===== src/rtl/systolic_feeder.sv =====
`default_nettype none
// ============================================================================
// Module      : systolic_feeder
// Description : Skews input vectors into a diagonal wavefront for the edge of
//               a systolic PE array. Lane i is delayed by i advances, so the
//               PE at row/column i sees element i one beat after lane i-1.
//               A FEED phase accepts k_len vectors. A FLUSH phase then pushes
//               zeros for LANES-1 beats to drain the skew.
//               Optional build macro SYSTOLIC_FEEDER_STALL_CNT_EN adds a
//               16-bit saturating count of FEED stall cycles (stall_cnt).
// Revision    : 1.0 - initial release
// ============================================================================
module systolic_feeder #(
  parameter int BITWIDTH = 8,
  parameter int LANES    = 4,
  parameter int KW       = 8
) (
  input  logic                      clk,
  input  logic                      rst,
  input  logic                      start,
  input  logic [KW-1:0]             k_len,
  input  logic                      in_valid,
  output logic                      in_ready,
  input  logic [BITWIDTH*LANES-1:0] in_vec,
  output logic [BITWIDTH*LANES-1:0] out_vec,
  output logic                      pe_en,
  output logic                      busy,
  output logic                      done
`ifdef SYSTOLIC_FEEDER_STALL_CNT_EN
  ,
  output logic [15:0]               stall_cnt
`endif
);

  // --------------------------------------------------------------------------
  // State encoding and flush counter sizing
  // --------------------------------------------------------------------------
  localparam logic [1:0] c_IDLE  = 2'd0;
  localparam logic [1:0] c_FEED  = 2'd1;
  localparam logic [1:0] c_FLUSH = 2'd2;
  localparam logic [1:0] c_DONE  = 2'd3;

  // The flush counter only has to reach LANES-2 (the last flush beat).
  localparam int c_FW = (LANES > 1) ? $clog2(LANES) : 1;
  localparam int c_FLUSH_LAST_I = (LANES > 1) ? (LANES - 2) : 0;
  localparam logic [c_FW-1:0] c_FLUSH_LAST = c_FW'(c_FLUSH_LAST_I);

  logic [1:0]      state_q, state_d;
  logic [KW-1:0]   klen_q, klen_d;
  logic [KW-1:0]   beat_q, beat_d;
  logic [c_FW-1:0] flush_q, flush_d;
  logic            pe_en_q;

  logic [KW-1:0]   w_beat_inc;
  logic            w_start_acc;
  logic            w_accept;
  logic            w_adv;

  wire  [BITWIDTH*LANES-1:0] w_out_vec;

  assign w_beat_inc  = beat_q + KW'(1);
  assign w_start_acc = (state_q == c_IDLE) && start;
  assign w_accept    = (state_q == c_FEED) && in_valid;
  // The array advances on every accepted vector and on every flush beat.
  assign w_adv       = w_accept || (state_q == c_FLUSH);

  // --------------------------------------------------------------------------
  // FSM
  // --------------------------------------------------------------------------

  // State register together with the job length, beat and flush counters.
  always_ff @(posedge clk) begin
    if (rst) begin
      state_q <= c_IDLE;
      klen_q  <= '0;
      beat_q  <= '0;
      flush_q <= '0;
    end else begin
      state_q <= state_d;
      klen_q  <= klen_d;
      beat_q  <= beat_d;
      flush_q <= flush_d;
    end
  end

  // Next-state logic: job setup, vector counting and flush length.
  always_comb begin
    state_d = state_q;
    klen_d  = klen_q;
    beat_d  = beat_q;
    flush_d = flush_q;
    case (state_q)
      c_IDLE: begin
        if (start) begin
          klen_d  = k_len;
          beat_d  = '0;
          flush_d = '0;
          state_d = (k_len == '0) ? c_DONE : c_FEED;
        end
      end
      c_FEED: begin
        if (in_valid) begin
          beat_d = w_beat_inc;
          // A single lane has no skew to drain, so it skips FLUSH.
          if (w_beat_inc == klen_q) begin
            state_d = (LANES == 1) ? c_DONE : c_FLUSH;
          end
        end
      end
      c_FLUSH: begin
        flush_d = flush_q + c_FW'(1);
        if (flush_q == c_FLUSH_LAST) begin
          state_d = c_DONE;
        end
      end
      c_DONE: begin
        state_d = c_IDLE;
      end
      default: begin
        state_d = c_IDLE;
      end
    endcase
  end

  // Status outputs decoded from the registered state.
  always_comb begin
    in_ready = (state_q == c_FEED);
    busy     = (state_q != c_IDLE);
    done     = (state_q == c_DONE);
  end

  // --------------------------------------------------------------------------
  // PE enable: one cycle behind each advance, aligned with out_vec updates
  // --------------------------------------------------------------------------

  // Register the advance strobe so it coincides with the new out_vec value.
  always_ff @(posedge clk) begin
    if (rst) begin
      pe_en_q <= 1'b0;
    end else begin
      pe_en_q <= w_adv;
    end
  end

  assign pe_en = pe_en_q;

  // --------------------------------------------------------------------------
  // Skew lanes: lane i = i-stage delay line followed by an output register
  // --------------------------------------------------------------------------
  generate
    for (genvar gi = 0; gi < LANES; gi++) begin : g_lane
      logic [BITWIDTH-1:0] w_lane_in;
      logic [BITWIDTH-1:0] lane_out_q;

      // Zeros are injected outside FEED so that FLUSH drains clean data.
      assign w_lane_in = (state_q == c_FEED) ?
                         in_vec[gi*BITWIDTH +: BITWIDTH] : '0;

      if (gi == 0) begin : g_direct
        // Lane 0 has no delay: the output register takes the input directly.
        always_ff @(posedge clk) begin
          if (rst || w_start_acc) begin
            lane_out_q <= '0;
          end else if (w_adv) begin
            lane_out_q <= w_lane_in;
          end
        end
      end else begin : g_delay
        logic [BITWIDTH-1:0] stage_q [gi];

        // Shift the delay line and output register together on each advance.
        always_ff @(posedge clk) begin
          if (rst || w_start_acc) begin
            for (int j = 0; j < gi; j++) begin
              stage_q[j] <= '0;
            end
            lane_out_q <= '0;
          end else if (w_adv) begin
            stage_q[0] <= w_lane_in;
            for (int j = 1; j < gi; j++) begin
              stage_q[j] <= stage_q[j-1];
            end
            lane_out_q <= stage_q[gi-1];
          end
        end
      end

      assign w_out_vec[gi*BITWIDTH +: BITWIDTH] = lane_out_q;
    end
  endgenerate

  assign out_vec = w_out_vec;

`ifdef SYSTOLIC_FEEDER_STALL_CNT_EN
  // --------------------------------------------------------------------------
  // Stall counter: FEED cycles without valid input, saturating
  // --------------------------------------------------------------------------
  logic [15:0] stall_cnt_q;

  // Count FEED stalls since the last accepted start, holding at all-ones.
  always_ff @(posedge clk) begin
    if (rst || w_start_acc) begin
      stall_cnt_q <= '0;
    end else if ((state_q == c_FEED) && !in_valid && (stall_cnt_q != 16'hFFFF)) begin
      stall_cnt_q <= stall_cnt_q + 16'd1;
    end
  end

  assign stall_cnt = stall_cnt_q;
`endif

endmodule
`default_nettype wire

===== config.mk =====
export PLATFORM = sky130hd
export DESIGN_NAME = systolic_feeder
export DESIGN_NICKNAME = d
export VERILOG_FILES = /design/src/rtl/systolic_feeder.sv
export SDC_FILE = /design/constraint.sdc
export NUM_CORES = 1
export LEC_CHECK = 0
export ABC_CLOCK_PERIOD_IN_PS = 3400
export BUFFER_PORTS_ARGS = -buffer_cell sky130_fd_sc_hd__buf_2
export CORE_ASPECT_RATIO = 1.1
export CORE_MARGIN = 2
export CORE_UTILIZATION = 54
export CTS_BUF_LIST = sky130_fd_sc_hd__clkbuf_16
export DETAILED_ROUTE_END_ITERATION = 10
export PLACE_DENSITY = 0.79
export SLEW_MARGIN = 40
export SYNTH_ARGS = -nofsm -noshare
export SYNTH_HDL_FRONTEND = slang
export SYNTH_SLANG_ARGS = --single-unit
export TNS_END_PERCENT = 30

===== constraint.sdc =====
create_clock -name clk -period 3.4 [get_ports clk]
set_input_delay 0.17 -clock clk [delete_from_list [all_inputs] [get_ports clk]]
set_output_delay 0.17 -clock clk [all_outputs]
set_load 0.05 [all_outputs]

==> impl_metrics.env <==
export IMPL_status="completed"
export IMPL_power_density_mw_per_mm2=785
export IMPL_cts_root_buf="clkbuf_16"
export IMPL_ant_nets=0
export IMPL_maxSlewViolCount=0
export IMPL_final_nets=455
export IMPL_p_int_mw=2.44
export IMPL_synth_cell_types=42
export IMPL_clk_latency_ns=0.34
export IMPL_first_iter_violations=171
export IMPL_finalWorstSetupSlack_ns=1.08
export IMPL_pwr_share_seq_pct=43.9
export IMPL_maxSlewHeadroom_pct=61.8
export IMPL_hpwl_um=4910
export IMPL_final_common_cell="buf_2"
export IMPL_finalSetupViolations=0
export IMPL_p_comb_share_pct=27.7
export IMPL_fin_crit_ns=2.32
export IMPL_cts_sinks=101
export IMPL_setup_worst_path_class="register to register"
export IMPL_syn_area_mm2=0.00399
export IMPL_clkTransAtPathRegs_ns=0.07
export IMPL_synthesis_nets=382
export IMPL_hp_class="primary input to register"
export IMPL_grt_pass1_vias=2658
export IMPL_async_flop_share_pct=0
export IMPL_ys_warnings_count=0
export IMPL_swShare_pct=34.8
export IMPL_grt_max_degree=49
export IMPL_cts_path_max_buffers=2
export IMPL_routedWlPerCell_um=14.8
export IMPL_fp_dieArea_mm2=0.00808
export IMPL_area_growth_pct=19.4
export IMPL_cp_start_kind="register"
export IMPL_n_fill_cell=533
export IMPL_die_width_um=85.9
export IMPL_tritoncts="built"
export IMPL_syn_inst=332
export IMPL_tightest_slew_ns=0.573
export IMPL_chipHeight_um=94.1
export IMPL_gr_total_overflow=0
export IMPL_synth_main_ff_cell="dfxtp_1"
export IMPL_cts_resized=0
export IMPL_cap_violations=0
export IMPL_core_area_mm2=0.00709
export IMPL_grt_setup_unrepaired="false"
export IMPL_leakage_nw=2.15
export IMPL_fin_worst_skew_ns=0.00912
export IMPL_grt_usage_pct=19.2
export IMPL_firstDrtPassIters=4
export IMPL_cts_buffers=9
export IMPL_required_ns=3.61
export IMPL_synth_edff_count=48
export IMPL_arrival_ns=2.53
export IMPL_cp_max_fo=32
export IMPL_synth_seq_area_share_pct=62.8
export IMPL_dr_total_vias=2745
export IMPL_hold_viol_final=0
export IMPL_multiInputGateArea_mm2=0.00137
export IMPL_seq_area_mm2=0.00250
export IMPL_grt_pass1_wl_um=12000
export IMPL_cp_end_kind="register"
export IMPL_place_congestion=0.804
export IMPL_fp_row_count=32
export IMPL_final_cell_mix="79 x buf_2, 53 x dfxtp_1, 48 x edfxtp_1"
export IMPL_placed_cells=479
export IMPL_pwr_share_clk_pct=28.4
export IMPL_viasPerCell=5.55
export IMPL_period_share_pct=68.1
export IMPL_ctsHoldBuffers=0
export IMPL_finalPower_mw=3.74
export IMPL_drc=0
export IMPL_setup_tns_final_ns=0
export IMPL_initial_core_util_pct=56.2
export IMPL_syn_avg_cell_area_um2=12.0
export IMPL_power_switching_mw=1.30
export IMPL_cts_setup_buffers=0
export IMPL_place_worst_setup_slack_ns=1.11
export IMPL_drt_total_wl_um=7310
export IMPL_drive_gt1_share_pct=26.6
export IMPL_numPortBuffers=79
export IMPL_max_clock_freq_mhz=432
export IMPL_antenna_found_initial=0
export IMPL_pin_count=80
export IMPL_finalNonFillerCells=495
export IMPL_ys_ff_latch=101
export IMPL_vdd_drop_max_v=0.000761
export IMPL_diodes=0
export IMPL_htreeDepth=3
critical path: stages (launching register included):
cell     delay, ns
dfxtp_1       0.40
inv_1         0.10
ha_1          0.29
and2_1        0.32
nor3_4        0.49
buf_4         0.37
and3_1        0.20
path summary, 6_finish.rpt:
| check | from | endpoint | slack [ns] | cells past startpoint |
|---|---|---|---|---|
| worst max-delay path | state_q[0]$_SDFFE_PP0P_ | g_lane[1].g_delay.stage_q[0][0]$_SDFFCE_PN0P_ | 1.08 | 6 |
| worst max register to register | state_q[0]$_SDFFE_PP0P_ | g_lane[1].g_delay.stage_q[0][0]$_SDFFCE_PN0P_ | 1.08 | 6 |
| worst min-delay path | in_vec[1] | g_lane[0].lane_out_q[1]$_SDFFE_PP0P_ | 0.04 | 2 |
| worst min register to register | g_lane[3].g_delay.stage_q[2][6]$_SDFFCE_PN0P_ | g_lane[3].lane_out_q[6]$_SDFFE_PP0P_ | 0.46 | 1 |
stage by stage:
step                hold WS (ns)  cell area (µm²)  util, %
global placement           0.386             4440     62.6
detailed placement         0.383             4440     62.7
global route              0.0454             4760     67.2
finish                    0.0407             4760     67.2
floorplan                  0.296             3990        -
CTS                       0.0268             4760     67.2
flip-flops by register name, summed over array words and instances (netlist names):
signal and flops:
g_lane.lane_out_q 32, g_lane.g_delay.stage_q 48, flush_q 2, beat_q 8
pe_en 1, klen_q 8, state_q 2
cells in the mapped netlist (all sizes together) (2+ instances only):
| cell | instances | area (µm²) |
|---|---|---|
| dfxtp | 53 | 1060 |
| nor2b | 2 | 12.5 |
| nand2 | 22 | 82.6 |
| ha | 6 | 75.1 |
| and3 | 29 | 188 |
| a21oi | 18 | 90.1 |
| nor4 | 3 | 18.8 |
| and4 | 2 | 17.5 |
| nor2 | 14 | 52.6 |
| a211oi | 3 | 27.5 |
| nor3 | 3 | 31.3 |
| a22o | 32 | 280 |
| xor2 | 8 | 70.1 |
| buf | 4 | 31.3 |
| or3b | 2 | 17.5 |
| clkbuf | 18 | 67.6 |
| a221oi | 3 | 26.3 |
| o21ai | 9 | 45.0 |
| nor3b | 4 | 35.0 |
| inv | 6 | 22.5 |
| nand3 | 2 | 10.0 |
| nand2b | 3 | 18.8 |
| and2 | 26 | 163 |
| xnor2 | 2 | 17.5 |
| and2b | 2 | 15.0 |
| edfxtp | 48 | 1440 |
per-layer routing:
metal / part of all wire [%] / routed length (µm) / vias up / global-route usage [%]
met3: 5.1 / 370 / 14 / 5.18
li1: - / - / 1356 / -
met1: 42 / 3070 / 1309 / 22.8
met5: 0 / 0 / - / 0
met4: 2.0 / 146 / 0 / 8.47
met2: 51 / 3730 / 66 / 32.4
kinds of logic after synthesis:
logic type | Yosys count | share of synthesized area (%)
AO/OA/AOI/OAI | 70 | 12.7
adder cells (fa/ha/maj) | 6 | 1.88
XOR/XNOR | 10 | 2.20
buffers and inverters | 28 | 3.05
multiplexers | 1 | 0.251
AND/OR/NAND/NOR | 116 | 17.1
flip-flops | 101 | 62.8
cell type report:
cell class | count | area share (%)
sequential | 101 | 52.6
multi-input combinational | 203 | 28.9
timing repair buffer | 84 | 9.10
clock buffer | 9 | 4.73
tap | 85 | 2.23
clock inverter | 7 | 1.97
inverter | 6 | 0.526
power groups by stage:
stage / clock network (mW) / registers (mW) / logic (mW)
2_1_floorplan: 0 / 1.78 / 0.645
3_3_place_gp: 0 / 1.66 / 1.00
3_5_place_dp: 0 / 1.67 / 1.04
4_1_cts: 1.08 / 1.64 / 1.04
5_1_grt: 1.12 / 1.67 / 1.14
6_report: 1.06 / 1.64 / 1.03
Power figures use the tool's default switching activity.
